==> config.mk <==
export PLATFORM = sky130hd
export DESIGN_NAME = decode_stage
export DESIGN_NICKNAME = d
export VERILOG_FILES = /design/src/rtl/decode_stage.sv
export SDC_FILE = /design/constraint.sdc
export NUM_CORES = 2
export LEC_CHECK = 0
export BUFFER_PORTS_ARGS = -buffer_cell sky130_fd_sc_hd__buf_2
export CORE_MARGIN = 4
export CORE_UTILIZATION = 30
export DETAILED_ROUTE_END_ITERATION = 7
export GPL_ROUTABILITY_DRIVEN = 0
export PLACE_DENSITY_LB_ADDON = 0.05
export SYNTH_ARGS = -nofsm -noshare
export SYNTH_HDL_FRONTEND = slang
export SYNTH_SLANG_ARGS = --single-unit
==> constraint.sdc <==
create_clock -name clk_in -period 6.1 [get_ports clk_in]
set_input_delay 0.61 -clock clk_in [delete_from_list [all_inputs] [get_ports clk_in]]
set_output_delay 0.61 -clock clk_in [all_outputs]
set_load 0.02 [all_outputs]
==> src/rtl/decode_stage.sv <==
// rtl/decode_stage.sv - RV32I decode stage: register file, immediate generation, operand-B mux, pipeline register
module decode_stage (
    input  logic        clk_in,
    input  logic        rst_in,
    input  logic        instr_valid_in,
    input  logic [31:0] instr_in,
    input  logic [31:0] pc_in,
    output logic        instr_ready_out,
    input  logic        stall_in,
    input  logic        flush_in,
    input  logic        wb_en_in,
    input  logic [4:0]  wb_rd_in,
    input  logic [31:0] wb_data_in,
    output logic        valid_out,
    output logic [6:0]  opcode_out,
    output logic [2:0]  funct3_out,
    output logic [6:0]  funct7_out,
    output logic [4:0]  rd_out,
    output logic [31:0] rs1_value_out,
    output logic [31:0] rs2_value_out,
    output logic [31:0] mux_result_out,
    output logic [31:0] imm_out,
    output logic [31:0] pc_out,
    output logic        illegal_out
);

    localparam logic [6:0] OP_LUI    = 7'b0110111;
    localparam logic [6:0] OP_AUIPC  = 7'b0010111;
    localparam logic [6:0] OP_JAL    = 7'b1101111;
    localparam logic [6:0] OP_JALR   = 7'b1100111;
    localparam logic [6:0] OP_BRANCH = 7'b1100011;
    localparam logic [6:0] OP_LOAD   = 7'b0000011;
    localparam logic [6:0] OP_STORE  = 7'b0100011;
    localparam logic [6:0] OP_IMM    = 7'b0010011;
    localparam logic [6:0] OP_REG    = 7'b0110011;

    logic [31:0] regs [1:31];

    logic [6:0]  opcode;
    logic [2:0]  funct3;
    logic [6:0]  funct7;
    logic [4:0]  rs1_idx;
    logic [4:0]  rs2_idx;
    logic [31:0] rs1_value;
    logic [31:0] rs2_value;
    logic [31:0] imm;
    logic [31:0] operand_b;
    logic        legal_op;
    logic        illegal;

    assign opcode  = instr_in[6:0];
    assign funct3  = instr_in[14:12];
    assign funct7  = instr_in[31:25];
    assign rs1_idx = instr_in[19:15];
    assign rs2_idx = instr_in[24:20];

    assign instr_ready_out = !stall_in;

    always_ff @(posedge clk_in) begin
        if (rst_in) begin
            for (int i = 1; i < 32; i++) begin
                regs[i] <= '0;
            end
        end else if (wb_en_in && wb_rd_in != 5'd0) begin
            regs[wb_rd_in] <= wb_data_in;
        end
    end

    // Same-cycle writeback is forwarded so the entry never captures a stale value.
    always_comb begin
        rs1_value = '0;
        rs2_value = '0;
        if (rs1_idx != 5'd0) begin
            rs1_value = (wb_en_in && wb_rd_in == rs1_idx) ? wb_data_in : regs[rs1_idx];
        end
        if (rs2_idx != 5'd0) begin
            rs2_value = (wb_en_in && wb_rd_in == rs2_idx) ? wb_data_in : regs[rs2_idx];
        end
    end

    always_comb begin
        imm = '0;
        case (opcode)
            OP_IMM, OP_LOAD, OP_JALR: imm = {{20{instr_in[31]}}, instr_in[31:20]};
            OP_STORE:  imm = {{20{instr_in[31]}}, instr_in[31:25], instr_in[11:7]};
            OP_BRANCH: imm = {{19{instr_in[31]}}, instr_in[31], instr_in[7],
                              instr_in[30:25], instr_in[11:8], 1'b0};
            OP_LUI, OP_AUIPC: imm = {instr_in[31:12], 12'b0};
            OP_JAL:    imm = {{11{instr_in[31]}}, instr_in[31], instr_in[19:12],
                              instr_in[20], instr_in[30:21], 1'b0};
            default:   imm = '0;
        endcase
    end

    assign operand_b = (opcode == OP_REG || opcode == OP_BRANCH) ? rs2_value : imm;

    always_comb begin
        legal_op = 1'b0;
        case (opcode)
            OP_LUI, OP_AUIPC, OP_JAL, OP_JALR, OP_BRANCH,
            OP_LOAD, OP_STORE, OP_IMM, OP_REG: legal_op = 1'b1;
            default: legal_op = 1'b0;
        endcase
    end

    // funct7 = 0100000 is only meaningful for SUB and SRA.
    assign illegal = !legal_op
                  || (opcode == OP_REG && funct7 != 7'b0000000 && funct7 != 7'b0100000)
                  || (opcode == OP_REG && funct7 == 7'b0100000
                      && funct3 != 3'b000 && funct3 != 3'b101);

    always_ff @(posedge clk_in) begin
        if (rst_in) begin
            valid_out      <= 1'b0;
            opcode_out     <= '0;
            funct3_out     <= '0;
            funct7_out     <= '0;
            rd_out         <= '0;
            rs1_value_out  <= '0;
            rs2_value_out  <= '0;
            mux_result_out <= '0;
            imm_out        <= '0;
            pc_out         <= '0;
            illegal_out    <= 1'b0;
        end else if (flush_in) begin
            valid_out <= 1'b0;
        end else if (!stall_in) begin
            valid_out      <= instr_valid_in;
            opcode_out     <= opcode;
            funct3_out     <= funct3;
            funct7_out     <= funct7;
            rd_out         <= instr_in[11:7];
            rs1_value_out  <= rs1_value;
            rs2_value_out  <= rs2_value;
            mux_result_out <= operand_b;
            imm_out        <= imm;
            pc_out         <= pc_in;
            illegal_out    <= illegal;
        end
    end

endmodule

==> flow_summary_export.csv <==
group,metric,value,unit
pwr,p_leak,25.03,nW
final_layout,final_cell_mix,"edfxtp_1, and2_1, mux4_2, buf_2, nand2_1",
floorplan,start_util,30.30,%
clock_network,cts_inserted_buffers,152,
min_path,min_path_type,"in2reg",
global_route,grt_use_total,26.83,%
clock_network,cts_tree,"done",
timing,post-route-min-period,3.356,ns
critical_path,cpLargestDelayFamily,"simple AND/OR/NAND/NOR gates",
detailed_routing,ant_nets,0,
yosys,synth_cells,4208,
floorplan,ios,292,
detailed_routing,drc,0,
critical_path,crit_buf_inv,2,
clock_network,cts_htree_levels,4,
clock_network,clk_transition_reported_paths,0.06,ns
floorplan,core,203100,sq um
global_route,grt_overflow_total,0,
floorplan,dieArea,212500,sq um
timing,finalMaxSlewViolations,0,
critical_path,slowest_stage,"or2_2",
detailed_routing,avgViaCountPerCell,5.638,
floorplan,die_x,460.9,um
final_layout,fillers,19420,
global_route,met1_usage,37.21,%
yosys,yosys_most_used_dff,"edfxtp_1",
timing,rsz0062_at_grt,"no",
global_route,antenna_found_initial,56,
timing,fin_crit_sh,55.02,%
timing,final.setup.tns,0,ns
yosys,synth_edf_count,1024,
final_layout,finalNetCount,4539,
detailed_routing,vias,40870,
global_route,grt_pass1_vias,40470,
detailed_routing,drt_first_pass_iters,5,
critical_path,cp_slowest_stage_delay,0.82,ns
yosys,ys_seq_elements,1208,
global_route,top_usage_layer,"met2",
global_route,grt_util_met3,4.533,%
yosys,async_flop_share,0,%
timing,clock_skew,0.02783,ns
global_route,met2_usage,43.59,%
timing,hold_viol_final,0,
yosys,yosysWarnings,0,
detailed_routing,drt_iter0_drc,5182,
clock_network,clock_latency,0.82,ns
critical_path,crit_fanout,24,
yosys,synth_top_area_cell,"edfxtp_1",
yosys,syn_area,61540,sq um
outcome,outcome,"finished clean",
final_layout,drive_above_1_share,29.47,%
pwr,peakVddDrop,0.0003036,V
pwr,cellPowerDensity,298.3,nW/um^2
global_route,grt_max_degree,81,
yosys,yosysSeqAreaShare,55.95,%
global_route,grt_pass1_wl,385800,um
run,cap_violations,0,
critical_path,setup.worst_path.class,"in2reg",
placement,dp_hpwl,178200,um
timing,max_freq,298.0,MHz
detailed_routing,wire_per_inst,39.82,um
timing,setup_viol_count_final,0,
timing,relSlewSlack,2.055,%
clock_network,ctsRootBufferMaster,"clkbuf_16",
yosys,synth_top_cell_area_share,49.96,%
yosys,synth.avg_cell_area,14.63,sq um
floorplan,dieHeight,460.9,um
floorplan,rows,165,
critical_path,critPathCaptureType,"flop",
critical_path,crit_chain,"buf_2 > buf_4 > xnor2_1 > nand4_1 > or2_2 > nand2_1 > or2_0 > a32o_1",
timing,tightest_slew,1.466,ns
critical_path,start_kind,"primary input",
critical_path,crit_arrival,4.05,ns
yosys,yosysUniqueCellTypes,70,
critical_path,crit_required,6.80,ns
clock_network,post_cts.repair.setup_buffers,0,
detailed_routing,routed_wl,288600,um
clock_network,clk_path_buf_depth,3,
final_layout,syn_to_final_growth,16.75,%
yosys,synthTopCellsByArea,"edfxtp_1, mux4_2, and2_1",
final_layout,utilization,35.37,%
clock_network,cts.sinks,1208,
placement,port_buffers,291,
final_layout,layout_commonest_cell,"edfxtp_1",
[synth_stat cells (7+ instances only)]
library cell  number
o21ai_0           53
dfxtp_1          184
nor2b_1            7
buf_1             27
nor4_1            11
and2_1           999
buf_2             44
mux2_2            10
a221oi_1          12
o31ai_1           11
nand2_1          246
o22ai_1           19
mux2i_1           70
a21oi_1          107
clkbuf_1         334
or2_2              9
edfxtp_1        1024
a22oi_1           34
mux4_2           586
nor2_1           137
nand4_1            7
a22o_1            11
nand3_1           28
a32o_1             8
a222oi_1          31
buf_6             21
a211oi_1          27
nor3_1            13
a211o_1           16
[flip-flops by register name, summed over array words and instances, names as in the netlist]
name	count
funct3_out	3
funct7_out	7
illegal_out	1
imm_out	32
mux_result_out	32
opcode_out	7
pc_out	32
rd_out	5
regs	1024
rs1_value_out	32
rs2_value_out	32
valid_out	1
[layer usage]
metal	vias up	part of all wire (%)	wire length (um)
met5	-	0.015	42
met4	6	2.7	7684
met3	331	7.2	20750
met2	1935	47	136700
met1	22040	43	123400
li1	16560	-	-
[timing repair]
action                                  CTS  global route
hold endpoints to repair                 30             0
resized for setup                         0             0
hold buffers                             30             0
endpoints found under the setup margin    0             0
[cell type report]
class	instances	area, sq um	share of cell area (%)
inverter	6	22.52	0.03134
timing repair buffer	476	3206	4.461
tap	2672	3343	4.653
antenna	19	47.55	0.06617
sequential	1208	34430	47.92
clock inverter	87	768.2	1.069
clock buffer	192	4141	5.764
multi-input combinational	2588	25890	36.03
[report_power, final]
| part | switching (mW) | leakage (nW) | total, mW | internal [mW] |
|---|---|---|---|---|
| Clock | 3.85 | 2.40 | 9.16 | 5.31 |
| Combinational | 1.58 | 11.4 | 2.57 | 0.993 |
| Sequential | 0.299 | 11.3 | 9.70 | 9.41 |
[worst register-to-register path, stage by stage, from the launching register on]
cell and delay [ns]:
edfxtp_1 0.40, mux4_2 0.53, a22oi_1 0.21, a21oi_1 0.14, nor2_1 0.54, nand3_1 0.43
a221o_1 0.39
[cells by family after synthesis]
| logic type | after synthesis | share of synthesized area [%] |
|---|---|---|
| mux | 666 | 22.77 |
| other cells | 1 | 0.006093 |
| flops | 1208 | 55.95 |
| buf+inv | 443 | 3.184 |
| xor+xnor | 12 | 0.1708 |
| compound gates | 383 | 4.273 |
| simple gates | 1495 | 13.65 |
[through the flow]
step           power, mW  hold WS [ns]  cell area (sq um)  std cells  worst slack (ns)
6_report           21.44       0.06638              71850       7248             2.744
3_3_place_gp       12.44        0.4393              66600       6920             2.008
5_1_grt            22.07       0.04797              71810       7231             2.769
3_5_place_dp       12.43        0.4437              66600       6920             2.031
4_1_cts            21.62      0.001796              71810       7229             2.913
2_1_floorplan      11.20        0.5246              61660       4239             1.745
[final timing paths]
path | startpoint | to | slack (ns) | cells past startpoint
setup / recovery | instr_in[24] | mux_result_out[13] | 2.74 | 8
setup reg to reg | regs[12][4] | mux_result_out[4] | 3.35 | 6
hold reg to reg | pc_out[29] | pc_out[29] | 0.45 | 2
hold / removal | pc_in[27] | pc_out[27] | 0.07 | 3
(Power assumes the default switching activity.)
